==> config.mk <==
export PLATFORM = sky130hd
export DESIGN_NAME = fetch_stage_flat
export DESIGN_NICKNAME = d
export VERILOG_FILES = /design/src/rtl/fetch_stage_if.sv /design/src/rtl/fetch_stage.sv /design/src/flat_wrapper.sv
export SDC_FILE = /design/constraint.sdc
export NUM_CORES = 1
export LEC_CHECK = 0
export BUFFER_PORTS_ARGS = -buffer_cell sky130_fd_sc_hd__buf_2
export CAP_MARGIN = 15
export CORE_UTILIZATION = 45
export CTS_CLUSTER_SIZE = 25
export DETAILED_ROUTE_END_ITERATION = 10
export HOLD_SLACK_MARGIN = 0.06
export PLACE_DENSITY_LB_ADDON = 0.12
export SYNTH_ARGS = -nofsm -noshare
export SYNTH_HDL_FRONTEND = slang
export SYNTH_SLANG_ARGS = --single-unit
==> constraint.sdc <==
create_clock -name clk -period 2 [get_ports clk]
set_clock_uncertainty 0.05 [all_clocks]
set_input_delay 0.4 -clock clk [delete_from_list [all_inputs] [get_ports clk]]
set_output_delay 0.4 -clock clk [all_outputs]
set_load 0.05 [all_outputs]
==> src/rtl/fetch_stage_if.sv <==
// Fetch-stage bus bundle: instruction memory port, decode handshake and PC-source mux link.
// master = fetch stage, slave = environment (memory, decode, control).
interface fetch_stage_if;
  logic        imem_req;
  logic [31:0] imem_addr;
  logic        imem_ack;
  logic [31:0] imem_rdata;
  logic [31:0] instr;
  logic        instr_valid;
  logic        instr_ready;
  logic [31:0] pc_out;
  logic [31:0] pc_plus4;
  logic [31:0] next_pc;
  logic        redirect;
  logic        fault;

  modport master (
    output imem_req, imem_addr, instr, instr_valid, pc_out, pc_plus4, fault,
    input  imem_ack, imem_rdata, instr_ready, next_pc, redirect
  );

  modport slave (
    input  imem_req, imem_addr, instr, instr_valid, pc_out, pc_plus4, fault,
    output imem_ack, imem_rdata, instr_ready, next_pc, redirect
  );
endinterface

==> src/rtl/fetch_stage.sv <==
// Instruction-fetch stage of the multi-cycle MIPS datapath: PC register, imem req/ack fetch,
// valid/ready hand-off to decode, redirect from the PC-source mux, sticky fault.
//
// state      | meaning
// -----------+--------------------------------------------------------------
// ST_START   | one cycle after reset, no request
// ST_FETCH   | imem_req high at PC, waiting for imem_ack (bounded by WAIT_LIMIT)
// ST_HOLD    | instr/pc_out presented to decode until instr_ready
// ST_FAULTED | timeout or misaligned redirect; only reset leaves
module fetch_stage #(
  parameter logic [31:0] RESET_PC   = 32'h0000_0000,
  parameter int unsigned WAIT_LIMIT = 15
) (
  input logic         clk,
  input logic         rst_n,
  fetch_stage_if.master bus
);
  localparam logic [1:0] ST_START   = 2'd0;
  localparam logic [1:0] ST_FETCH   = 2'd1;
  localparam logic [1:0] ST_HOLD    = 2'd2;
  localparam logic [1:0] ST_FAULTED = 2'd3;

  localparam logic [7:0] WAIT_LIMIT_C = 8'(WAIT_LIMIT);

  logic [1:0]  state;
  logic [31:0] pc;
  logic [31:0] instr_q;
  logic [31:0] pc_out_q;
  logic [7:0]  wait_cnt;

  always_ff @(posedge clk or negedge rst_n) begin
    if (!rst_n) begin
      state    <= ST_START;
      pc       <= RESET_PC;
      instr_q  <= '0;
      pc_out_q <= RESET_PC;
      wait_cnt <= '0;
    end else if (state != ST_FAULTED && bus.redirect) begin
      // Redirect wins over a same-cycle ack or ready; a misaligned target leaves PC intact.
      if (bus.next_pc[1:0] != 2'b00) begin
        state <= ST_FAULTED;
      end else begin
        pc       <= bus.next_pc;
        state    <= ST_FETCH;
        wait_cnt <= '0;
      end
    end else begin
      case (state)
        ST_START: begin
          state    <= ST_FETCH;
          wait_cnt <= '0;
        end
        ST_FETCH: begin
          if (bus.imem_ack) begin
            instr_q  <= bus.imem_rdata;
            pc_out_q <= pc;
            pc       <= pc + 32'd4;
            state    <= ST_HOLD;
          end else if (wait_cnt == WAIT_LIMIT_C) begin
            state <= ST_FAULTED;
          end else begin
            wait_cnt <= wait_cnt + 8'd1;
          end
        end
        ST_HOLD: begin
          if (bus.instr_ready) begin
            state    <= ST_FETCH;
            wait_cnt <= '0;
          end
        end
        default: state <= ST_FAULTED;
      endcase
    end
  end

  assign bus.imem_req    = (state == ST_FETCH);
  assign bus.imem_addr   = pc;
  assign bus.instr       = instr_q;
  assign bus.instr_valid = (state == ST_HOLD);
  assign bus.pc_out      = pc_out_q;
  assign bus.pc_plus4    = pc_out_q + 32'd4;
  assign bus.fault       = (state == ST_FAULTED);
endmodule

==> src/flat_wrapper.sv <==
// flat-port wrapper written by rule: the top's interface ports become plain ports
module fetch_stage_flat 
#(
  parameter logic [31:0] RESET_PC   = 32'h0000_0000,
  parameter int unsigned WAIT_LIMIT = 15
)
  (clk, rst_n, bus_imem_req, bus_imem_addr, bus_instr, bus_instr_valid, bus_pc_out, bus_pc_plus4, bus_fault, bus_imem_ack, bus_imem_rdata, bus_instr_ready, bus_next_pc, bus_redirect);
  fetch_stage_if bus_i ();
  input logic clk;
  input logic rst_n;
  output wire logic [$bits(bus_i.imem_req)-1:0] bus_imem_req;
  output wire logic [$bits(bus_i.imem_addr)-1:0] bus_imem_addr;
  output wire logic [$bits(bus_i.instr)-1:0] bus_instr;
  output wire logic [$bits(bus_i.instr_valid)-1:0] bus_instr_valid;
  output wire logic [$bits(bus_i.pc_out)-1:0] bus_pc_out;
  output wire logic [$bits(bus_i.pc_plus4)-1:0] bus_pc_plus4;
  output wire logic [$bits(bus_i.fault)-1:0] bus_fault;
  input wire logic [$bits(bus_i.imem_ack)-1:0] bus_imem_ack;
  input wire logic [$bits(bus_i.imem_rdata)-1:0] bus_imem_rdata;
  input wire logic [$bits(bus_i.instr_ready)-1:0] bus_instr_ready;
  input wire logic [$bits(bus_i.next_pc)-1:0] bus_next_pc;
  input wire logic [$bits(bus_i.redirect)-1:0] bus_redirect;
  assign bus_imem_req = bus_i.imem_req;
  assign bus_imem_addr = bus_i.imem_addr;
  assign bus_instr = bus_i.instr;
  assign bus_instr_valid = bus_i.instr_valid;
  assign bus_pc_out = bus_i.pc_out;
  assign bus_pc_plus4 = bus_i.pc_plus4;
  assign bus_fault = bus_i.fault;
  assign bus_i.imem_ack = bus_imem_ack;
  assign bus_i.imem_rdata = bus_imem_rdata;
  assign bus_i.instr_ready = bus_instr_ready;
  assign bus_i.next_pc = bus_next_pc;
  assign bus_i.redirect = bus_redirect;
  fetch_stage #(.RESET_PC(RESET_PC), .WAIT_LIMIT(WAIT_LIMIT)) u_core (.clk(clk), .rst_n(rst_n), .bus(bus_i));
endmodule
==> summary.txt, run 1 <==
average size of a mapped cell: 8.73 um^2
Pre-Repair DR Iteration Count: 5
total vias in the final route: 5,628
kind of start point of the critical path: flip-flop
maximum net fanout on the critical path: 6
clock insertion delay at the later pin of the skew report: 350 ps
cell type with the highest occurrence count on the critical path: buf_6
Max IR drop VDD: 0.000550 V
routability congestion estimate: 0.836
combinational share of power: 30.6%
Cell Chain, Critical Path: and4_4, nand3_4, nor3b_4, buf_6, nand4_1, xnor2_4, buf_6
DRT Wirelength: 16,900 um
Critical path origin: u_core.bus.pc_out[8]$_DFFE_PN0P_
TritonCTS clock tree: built
Net count, final: 965
worst min-delay path category: in -> reg
main area contributors after synthesis: dfrtp_1 (48%), nand2_1 (15%), xnor2_1 (3.5%), a21oi_1 (3.0%), nand3_1 (2.8%)
startpoint of the lowest-slack register-to-register path: u_core.bus.imem_addr[10]$_DFFE_PN0P_
Congestion Overflow GR: 0
Starting DRT DRC Count: 315
Data required, critical path: 1550 ps
clock-pin slew on the worst setup and hold paths: 70 ps
share of total power in sequential cells: 42.2%
count of max-cap constraint violations: 0
Util after Layout: 71.5%
top cells by count, synth: nand2_1 (213), dfrtp_1 (106), a21oi_1 (33)
antenna violations before repair: 0
detailed placement HPWL: 12,200 um
slowest cell delay on critical path: 360 ps
summed negative setup slack over all endpoints: -7890 ps
status: complete, but fails checks
Routed wire per std cell: 16.2 um
Top delay family on crit path: simple AND/OR/NAND/NOR gates
internal power consumption: 0.00372 W
number of core rows: 39
maximum number of pins on one net before global-route repair: 37
Syn Nets: 700
clock power share: 27.3%
Max Clock Freq: 404 MHz
Syn-to-layout area delta: 52.0%
synthesized instance count: 628
height of the die: 112 um
Inserted Clock Buffers: 9
final count of negative-setup-slack endpoints: 25
Die Area: 12,600 um^2
Synth async-reset ratio: 100%
number of antenna diodes: 0
Die X-Extent: 112 um
portion of the post-synthesis area used by sequential elements: 48.4%
synth unique cells: 58
minimum clock period: 2470 ps
maximum number of buffers from clock root to sink: 2
fin crit share: 124%
Worst Path Arrival: 2020 ps
final hold viol count: 0
share of the synthesized area in the top cell type: 48.4%
via-per-instance ratio: 5.41
number of design rule violations left after detail routing: 0
share of layout cells above drive strength 1: 45.9%
count of input and output buffers: 199
final count of pins violating max slew: 0
sort of element at the end of the critical path: output port
RR Endpoint: u_core.bus.imem_addr[28]$_DFFE_PN0P_
top_reg_cell synth: dfrtp_1
number of synthesized flops with an enable pin: 0
Yosys top cell by area: dfrtp_1
violated checks: setup timing
number of nets with antenna violations after routing: 0
cell with the largest stage delay on the worst path: dfrtp_2
register bit count reported by yosys: 106
setup repair after global routing missed its margin: yes
via count of the first global-routing pass: 5,528
effective utilization at floorplan: 47.0%
clock root buffer master: clkbuf_16
crit path setup slack, layout: -475 ps
GRT Util Overall: 27.4%
Worst Reg2Reg Path Length in Cells: 5
count of H-tree levels built during CTS: 3
measured slew at the worst slew-check pin: 596 ps
R2R Setup Slk: 90 ps
CTS Sinks: 106
Yosys Warn Count: 0
power spent charging and discharging nets: 0.00225 W
Buf/Inv on CP: 2
Design Power: 0.00598 W
leakage dissipation: 4.34 nW
switching share of total power: 37.7%
power density relative to cell area: 717 nW/um^2
post-synthesis cell area: 5480 um^2
headroom to the max-slew limit: 60.1%
most frequent cell after synthesis: nand2_1
CP Class: reg -> out
area of the core region: 11,700 um^2
wire length of the first global-routing pass: 27,400 um
cell count along the critical path: 7
destination of the critical timing path: bus_pc_plus4[24]
total I/O pin count: 200
per-layer routing:
| metal | routed length, um | global-route usage (%) |
|---|---|---|
| met2 | 8380 | 45.8 |
| met3 | 1110 | 5.51 |
| met1 | 7080 | 35.0 |
| met4 | 296 | 10.8 |
| met5 | 0 | 0 |
power by group through the flow:
stage               sequential [W]  clock, W  combinational, W
floorplan                  0.00325         0          0.000474
global placement           0.00254         0           0.00174
detailed placement         0.00255         0           0.00176
CTS                        0.00251   0.00166           0.00182
global route               0.00255   0.00175           0.00193
finish                     0.00252   0.00163           0.00183
placed cells by master, fill, tap and decap left out, types with 8 or more instances in the layout:
cell	count
buf_2	170
xnor2_4	14
dfrtp_1	70
nor3_1	8
dfrtp_2	36
and3_1	11
nand3_1	19
buf_6	31
buf_4	80
clkbuf_16	9
o22ai_1	13
nand2_1	208
nand4_1	13
a21oi_1	33
nor2_1	13
o21ai_0	21
stage by stage:
| step | cells | setup WS, ps | hold WS (ps) | cell area [um^2] |
|---|---|---|---|---|
| floorplan | 628 | -481 | 54.4 | 5940 |
| global placement | 1011 | -210 | 284 | 7590 |
| detailed placement | 1011 | -258 | 285 | 7590 |
| CTS | 1034 | -489 | 181 | 8220 |
| global route | 1041 | -571 | 184 | 8330 |
| finish | 1041 | -475 | 187 | 8330 |
layout make-up:
| cell class | instances | area [um^2] |
|---|---|---|
| fill | 911 | 3330 |
| inverter | 7 | 26.3 |
| clock inverter | 5 | 32.5 |
| sequential | 106 | 2700 |
| clock buffer | 11 | 233 |
| multi-input combinational | 480 | 3230 |
| timing repair buffer | 289 | 1940 |
| tap | 143 | 179 |
cells by family (layout without fill, tap and decap cells):
group	count (synthesis)	count (layout)	share of synthesized area [%]
muxes	1	1	0.183
DFF	106	106	48.4
buffers and inverters	42	312	3.77
and+or+nand+nor	341	341	29.7
xor gates and xnor gates	33	33	5.27
AOI/OAI and AO/OA	102	102	12.0
adders and majority gates	3	3	0.685
worst min-delay path by stage:
stage                                   from                                  end  slack, ps  depth (start not counted)
after floorplan                        rst_n  u_core.bus.imem_addr[0]$_DFFE_PN0P_         50                          0
after global placement                 rst_n       u_core.wait_cnt[2]$_DFFE_PN0P_        280                          1
after detailed placement               rst_n       u_core.wait_cnt[3]$_DFFE_PN0P_        290                          1
after CTS                 bus_imem_rdata[14]     u_core.bus.instr[14]$_DFFE_PN0P_        180                          3
after global routing       bus_imem_rdata[6]      u_core.bus.instr[6]$_DFFE_PN0P_        180                          3
final                     bus_imem_rdata[14]     u_core.bus.instr[14]$_DFFE_PN0P_        190                          3
state kept, by name, summed over array words and instances, names as in the netlist:
name	cells
u_core.bus.imem_addr	32
u_core.bus.instr	32
u_core.bus.pc_out	32
u_core.wait_cnt	8
u_core.state	2
worst min-delay path, cell delays in order:
cell and delay [ps]:
buf_2 70, nand2_1 40, nand2_1 40
repair_timing:
| action | 4_1_cts | 5_1_grt |
|---|---|---|
| resized for setup | 80 | 17 |
| hold endpoints to repair | 21 | 0 |
| gates cloned | 0 | 0 |
| hold buffers | 1 | 0 |
| pin swaps | 17 | 19 |
| setup endpoints to repair | 26 | 62 |
| buffers inserted | 6 | 8 |
Power figures use the tool's default switching activity.
==> run 2, diff against run 1 <==
Settings changed: CORE_UTILIZATION 45 to 50.
Clock period 2 ns to 2.8 ns, I/O delays scaled along.
==> run 2 against run 1 <==
Net effect:
- the run now ends clean
- worst hold slack gained 120 ps
- via count down 5.3%
- clock power decreased by 45%
- non-clock buffer count fell by 64
- flip-flop and latch count stayed put
- first-iteration DRC count down 0.32%
- utilization decreased by 3.0 points
- final cell count down 6.8%
- critical path type unchanged
- critical endpoint unchanged
- highest routed layer unchanged
==> summary.txt, run 2 (synthesis gave the netlist of run 1 again) <==
status: finished clean
number of design rule violations left after detail routing: 0
number of core rows: 37
leakage dissipation: 3.89 nW
number of nets with antenna violations after routing: 0
total I/O pin count: 200
fin crit share: 99.2%
Starting DRT DRC Count: 314
final count of pins violating max slew: 0
Max IR drop VDD: 0.000300 V
cell with the largest stage delay on the worst path: dfrtp_2
CP Class: reg -> out
Max Clock Freq: 360 MHz
clock insertion delay at the later pin of the skew report: 380 ps
headroom to the max-slew limit: 52.5%
count of H-tree levels built during CTS: 3
measured slew at the worst slew-check pin: 712 ps
DRT Wirelength: 15,000 um
maximum number of buffers from clock root to sink: 2
total vias in the final route: 5,327
routability congestion estimate: 0.860
minimum clock period: 2780 ps
gr busiest metal: met2
via count of the first global-routing pass: 5,025
Util after Layout: 68.4%
TritonCTS clock tree: built
commonest cells after routing, fill and taps aside: nand2_1 (213), buf_2 (190), dfrtp_1 (96)
detailed placement HPWL: 10,800 um
kind of start point of the critical path: flip-flop
Pre-Repair DR Iteration Count: 6
via-per-instance ratio: 5.49
sort of element at the end of the critical path: output port
antenna violations before repair: 0
global-route met3 utilization: 6.69%
Worst Path Arrival: 2170 ps
clock-pin slew on the worst setup and hold paths: 110 ps
maximum net fanout on the critical path: 8
Die Area: 11,400 um^2
clock root buffer master: clkbuf_8
Die X-Extent: 107 um
Net count, final: 901
Syn-to-layout area delta: 30.6%
Data required, critical path: 2190 ps
setup repair after global routing missed its margin: yes
number of antenna diodes: 0
slowest cell delay on critical path: 420 ps
share of layout cells above drive strength 1: 35.0%
commonest non-fill, non-tap cell in the layout: nand2_1
final hold viol count: 0
power density relative to cell area: 538 nW/um^2
met2 track utilization from global routing: 43.7%
Design Power: 0.00385 W
Inserted Clock Buffers: 9
worst min-delay path category: in -> reg
Routed wire per std cell: 15.5 um
count of input and output buffers: 199
area of the core region: 10,500 um^2
maximum number of pins on one net before global-route repair: 69
effective utilization at floorplan: 52.4%
fillcell total: 875
CTS Sinks: 106
height of the die: 107 um
Cell Chain, Critical Path: and4_4, nand3_4, nor3b_2, buf_4, nand4_1, xnor2_4, buf_6
met1 track demand over resource: 34.0%
count of max-cap constraint violations: 0
wire length of the first global-routing pass: 24,000 um
GRT Util Overall: 26.6%
final count of negative-setup-slack endpoints: 0
Congestion Overflow GR: 0
-- run 2: cell types whose count changed in the layout (fill, tap and decap cells not counted), sizes merged --
cell / change
inv: +1
buf: -65
clkinvlp: -2
clkinv: +2
-- run 2: timing repair --
action | in CTS | in global routing
setup endpoints to repair | 15 | 11
resized for setup | 17 | 10
endpoints found under the hold margin | 10 | 0
buffers inserted | 8 | 3
pin swaps | 0 | 4
hold buffers | 1 | 0
-- run 2: report_power, final --
group / switching, W / total, W / internal [W]
clock: 0.000545 / 0.000902 / 0.000357
sequential: 0.000169 / 0.00183 / 0.00167
combinational: 0.000831 / 0.00112 / 0.000284
total: 0.00155 / 0.00385 / 0.00231
-- run 2: final cells by class --
type	count	area (um^2)	share of cell area (%)
Sequential cell	106	2670	37.2
Timing Repair Buffer	225	1240	17.3
Tap cell	136	170	2.38
Inverter	7	26.3	0.367
Clock inverter	6	51.3	0.716
Multi-Input combinational cell	480	2870	40.1
Clock buffer	10	138	1.92
-- run 2: critical path, delay by kind of cell, from the launching register on --
family	cells	cell delay, ps
buffers and inverters	2	350
xor gates and xnor gates	1	220
DFF	1	420
and+or+nand+nor	4	780
-- run 2: final timing paths --
| kind | slack, ps | startpoint | endpoint | cells after the start |
|---|---|---|---|---|
| min | 300 | bus_imem_rdata[26] | u_core.bus.instr[26]$_DFFE_PN0P_ | 3 |
| min reg2reg | 430 | u_core.bus.instr[15]$_DFFE_PN0P_ | u_core.bus.instr[15]$_DFFE_PN0P_ | 2 |
| max in group asynchronous | 1460 | rst_n | u_core.bus.pc_out[18]$_DFFE_PN0P_ | 3 |
| min in group asynchronous | 500 | rst_n | u_core.wait_cnt[2]$_DFFE_PN0P_ | 2 |
| max reg2reg | 510 | u_core.bus.imem_addr[2]$_DFFE_PN0P_ | u_core.bus.imem_addr[28]$_DFFE_PN0P_ | 6 |
| max | 20 | u_core.bus.pc_out[9]$_DFFE_PN0P_ | bus_pc_plus4[24] | 7 |
-- run 2: per-layer routing --
| layer | up-vias | wire length, um |
|---|---|---|
| li1 | 2562 | - |
| met4 | 0 | 273 |
| met3 | 29 | 1260 |
| met5 | - | 0 |
| met2 | 224 | 7200 |
| met1 | 2512 | 6310 |
-- run 2: metrics by stage --
step	setup WS, ps	cell area, um^2	setup TNS, ps	instances	hold slack [ps]
finish	21.7	7160	0	970	305
global route	-62.5	7160	-68.5	970	298
CTS	15.9	7110	0	967	296
detailed placement	39.6	6790	0	942	365
global placement	185	6790	0	942	362
floorplan	-116	5670	-359	628	214
==> run 3, diff against run 2 <==
Settings changed: ABC_AREA from default to 1, CORE_MARGIN from default to 5, CORE_UTILIZATION 50 to 51.
==> run 3 against run 2 <==
Net effect:
- final cell count grew 24%
- sequential share of layout area shrank 2.1 points
- design area grew 5.4%
- worst hold slack lost 230 ps
- critical endpoint is now bus_pc_plus4[20]
- utilization shrank 4.8 points
- critical path type unchanged
- count of clock-buffer cells in the layout shrank 1
==> summary.txt, run 3 <==
clock-pin slew on the worst setup and hold paths: 70 ps
routability congestion estimate: 0.902
register bit count reported by yosys: 106
synthesized instance count: 864
clock power share: 12.8%
fin crit share: 95.5%
CP Class: reg -> out
number of antenna diodes: 0
commonest cells after routing, fill and taps aside: nand2_1 (336), buf_2 (197), nor2_1 (114)
Synth async-reset ratio: 100%
top cells by count, synth: nand2_1 (337), nor2_1 (114), dfrtp_1 (106)
Yosys top cell by area: dfrtp_1
# Post-CTS Setup Buffers: 0
wire length of the first global-routing pass: 28,000 um
commonest non-fill, non-tap cell in the layout: nand2_1
area of combinational cells with multiple inputs: 3090 um^2
switching share of total power: 58.7%
post-synthesis cell area: 6110 um^2
Syn Nets: 936
maximum net fanout on the critical path: 5
via-per-instance ratio: 5.03
via count of the first global-routing pass: 5,665
Net count, final: 1,124
cell with the largest stage delay on the worst path: dfrtp_1
final count of negative-setup-slack endpoints: 0
maximum number of buffers from clock root to sink: 2
area of the core region: 11,900 um^2
R2R Setup Slk: 830 ps
DRT Wirelength: 17,300 um
sort of element at the end of the critical path: output port
synth unique cells: 32
RR Endpoint: u_core.bus.imem_addr[10]$_DFFE_PN0P_
Yosys Warn Count: 0
Buf/Inv on CP: 2
height of the die: 119 um
share of the synthesized area in the top cell type: 43.4%
setup repair after global routing missed its margin: no
Data required, critical path: 2190 ps
Util after Layout: 63.6%
slowest cell delay on critical path: 430 ps
Inserted Clock Buffers: 9
Max Clock Freq: 374 MHz
count of H-tree levels built during CTS: 3
share of total power in sequential cells: 29.0%
total I/O pin count: 200
worst min-delay path category: in -> async
most frequent cell after synthesis: nand2_1
number of design rule violations left after detail routing: 0
effective utilization at floorplan: 51.6%
Die X-Extent: 119 um
total vias in the final route: 6,054
average size of a mapped cell: 7.08 um^2
Syn-to-layout area delta: 23.4%
share of layout cells above drive strength 1: 24.8%
combinational share of power: 58.2%
antenna violations before repair: 0
TritonCTS clock tree: built
detailed placement HPWL: 13,300 um
count of input and output buffers: 199
fillcell total: 1,131
power spent charging and discharging nets: 0.00585 W
destination of the critical timing path: bus_pc_plus4[20]
kind of start point of the critical path: flip-flop
number of synthesized flops with an enable pin: 0
status: finished clean
headroom to the max-slew limit: 61.5%
maximum number of pins on one net before global-route repair: 68
measured slew at the worst slew-check pin: 578 ps
Top delay family on crit path: simple AND/OR/NAND/NOR gates
Starting DRT DRC Count: 428
clock root buffer master: clkbuf_16
CTS Sinks: 106
Worst Reg2Reg Path Length in Cells: 8
final count of pins violating max slew: 0
power density relative to cell area: 1320 nW/um^2
main area contributors after synthesis: dfrtp_1 (43%), nand2_1 (21%), nor2_1 (7.0%), inv_1 (3.9%), nand3_1 (3.8%)
Die Area: 14,300 um^2
cell count along the critical path: 7
number of core rows: 40
count of max-cap constraint violations: 0
sequential cell area in the final layout: 2650 um^2
Pre-Repair DR Iteration Count: 5
top_reg_cell synth: dfrtp_1
WHS: 72.2 ps
Routed wire per std cell: 14.3 um
minimum clock period: 2670 ps
number of nets with antenna violations after routing: 0
clock insertion delay at the later pin of the skew report: 350 ps
final hold viol count: 0
leakage dissipation: 4.07 nW
GRT Util Overall: 24.3%
summed negative setup slack over all endpoints: 0 ps
Cell Chain, Critical Path: ha_1, inv_1, nor3_4, nand3_2, nor2_1, xor2_2, clkbuf_4
Critical path origin: u_core.bus.pc_out[2]$_DFFE_PN0P_
internal power consumption: 0.00412 W
Max IR drop VDD: 0.000673 V
portion of the post-synthesis area used by sequential elements: 43.4%
Worst Path Arrival: 2060 ps
startpoint of the lowest-slack register-to-register path: u_core.state[0]$_DFFE_PN0P_
Congestion Overflow GR: 0
## run 3: cell count changes in the layout (fill, tap and decap cells not counted), sizes merged, moves of 7 or more
cell / delta
a21oi: -30
xnor2: -13
o22ai: -7
inv: +61
nand3: +17
o21ai: +42
nand2: +133
and2: -8
and3: -14
buf: -18
nor2: +112
xor2: +11
and4: -11
## run 3: kinds of logic (layout without fill, tap and decap cells)
group	Yosys count	in the layout	share of synthesized area, %
simple gates	552	552	38.5
xor+xnor	31	31	4.44
flops	106	106	43.4
fa+ha+maj	3	3	0.614
buf+inv	97	290	6.73
compound gates	75	75	6.34
## run 3: final cells by class
class / instances / share of cell area (%)
sequential: 106 / 35.2
multi-input combinational: 661 / 40.9
tap: 147 / 2.44
timing repair buffer: 205 / 14.0
clock buffer: 9 / 2.98
clock inverter: 7 / 1.04
inverter: 69 / 3.43
## run 3: how the worst min path moves through the flow
stage | end | slack (ps) | depth (start not counted)
CTS | u_core.bus.instr[24]$_DFFE_PN0P_ | 70 | 1
floorplan | u_core.bus.imem_addr[0]$_DFFE_PN0P_ | 210 | 0
global placement | u_core.bus.instr[14]$_DFFE_PN0P_ | 410 | 2
global route | u_core.bus.instr[24]$_DFFE_PN0P_ | 90 | 1
detailed placement | u_core.bus.instr[14]$_DFFE_PN0P_ | 410 | 2
finish | u_core.bus.instr[27]$_DFFE_PN0P_ | 70 | 1
## run 3: layer usage
metal | share of wire (%) | vias to the layer above | global-route usage, %
met1 | 44 | 2750 | 33.3
met4 | 2.4 | 0 | 9.31
li1 | - | 3082 | -
met5 | 0 | - | 0
met3 | 7.7 | 27 | 5.23
met2 | 46 | 195 | 38.0
## run 3: what timing repair did
action | 4_1_cts | 5_1_grt
hold buffers | 0 | 0
setup endpoints to repair | 0 | 3
resized for setup | 0 | 2
## run 3: stage by stage
| stage | power (W) | cell area [um^2] | setup slack (ps) | instances |
|---|---|---|---|---|
| 3_5_place_dp | 0.00871 | 7230 | 405 | 1188 |
| 5_1_grt | 0.0105 | 7550 | 5.52 | 1204 |
| 6_report | 0.00997 | 7550 | 126 | 1204 |
| 4_1_cts | 0.0100 | 7540 | 12.9 | 1204 |
| 2_1_floorplan | 0.00728 | 6140 | 10.6 | 864 |
| 3_3_place_gp | 0.00866 | 7230 | 499 | 1188 |
## run 3: worst register-to-register path: cells and delay by family (launching register included)
family / cells / cell delay [ps]
buf+inv: 2 / 490
compound gates: 2 / 290
flops: 1 / 410
simple gates: 4 / 620
## run 3: power by group through the flow
stage	clock network, W	logic, W	registers [W]
final	0.00128	0.00580	0.00289
after global routing	0.00138	0.00616	0.00301
after CTS	0.00131	0.00582	0.00288
after detailed placement	0	0.00582	0.00289
after global placement	0	0.00577	0.00289
after floorplan	0	0.00237	0.00491
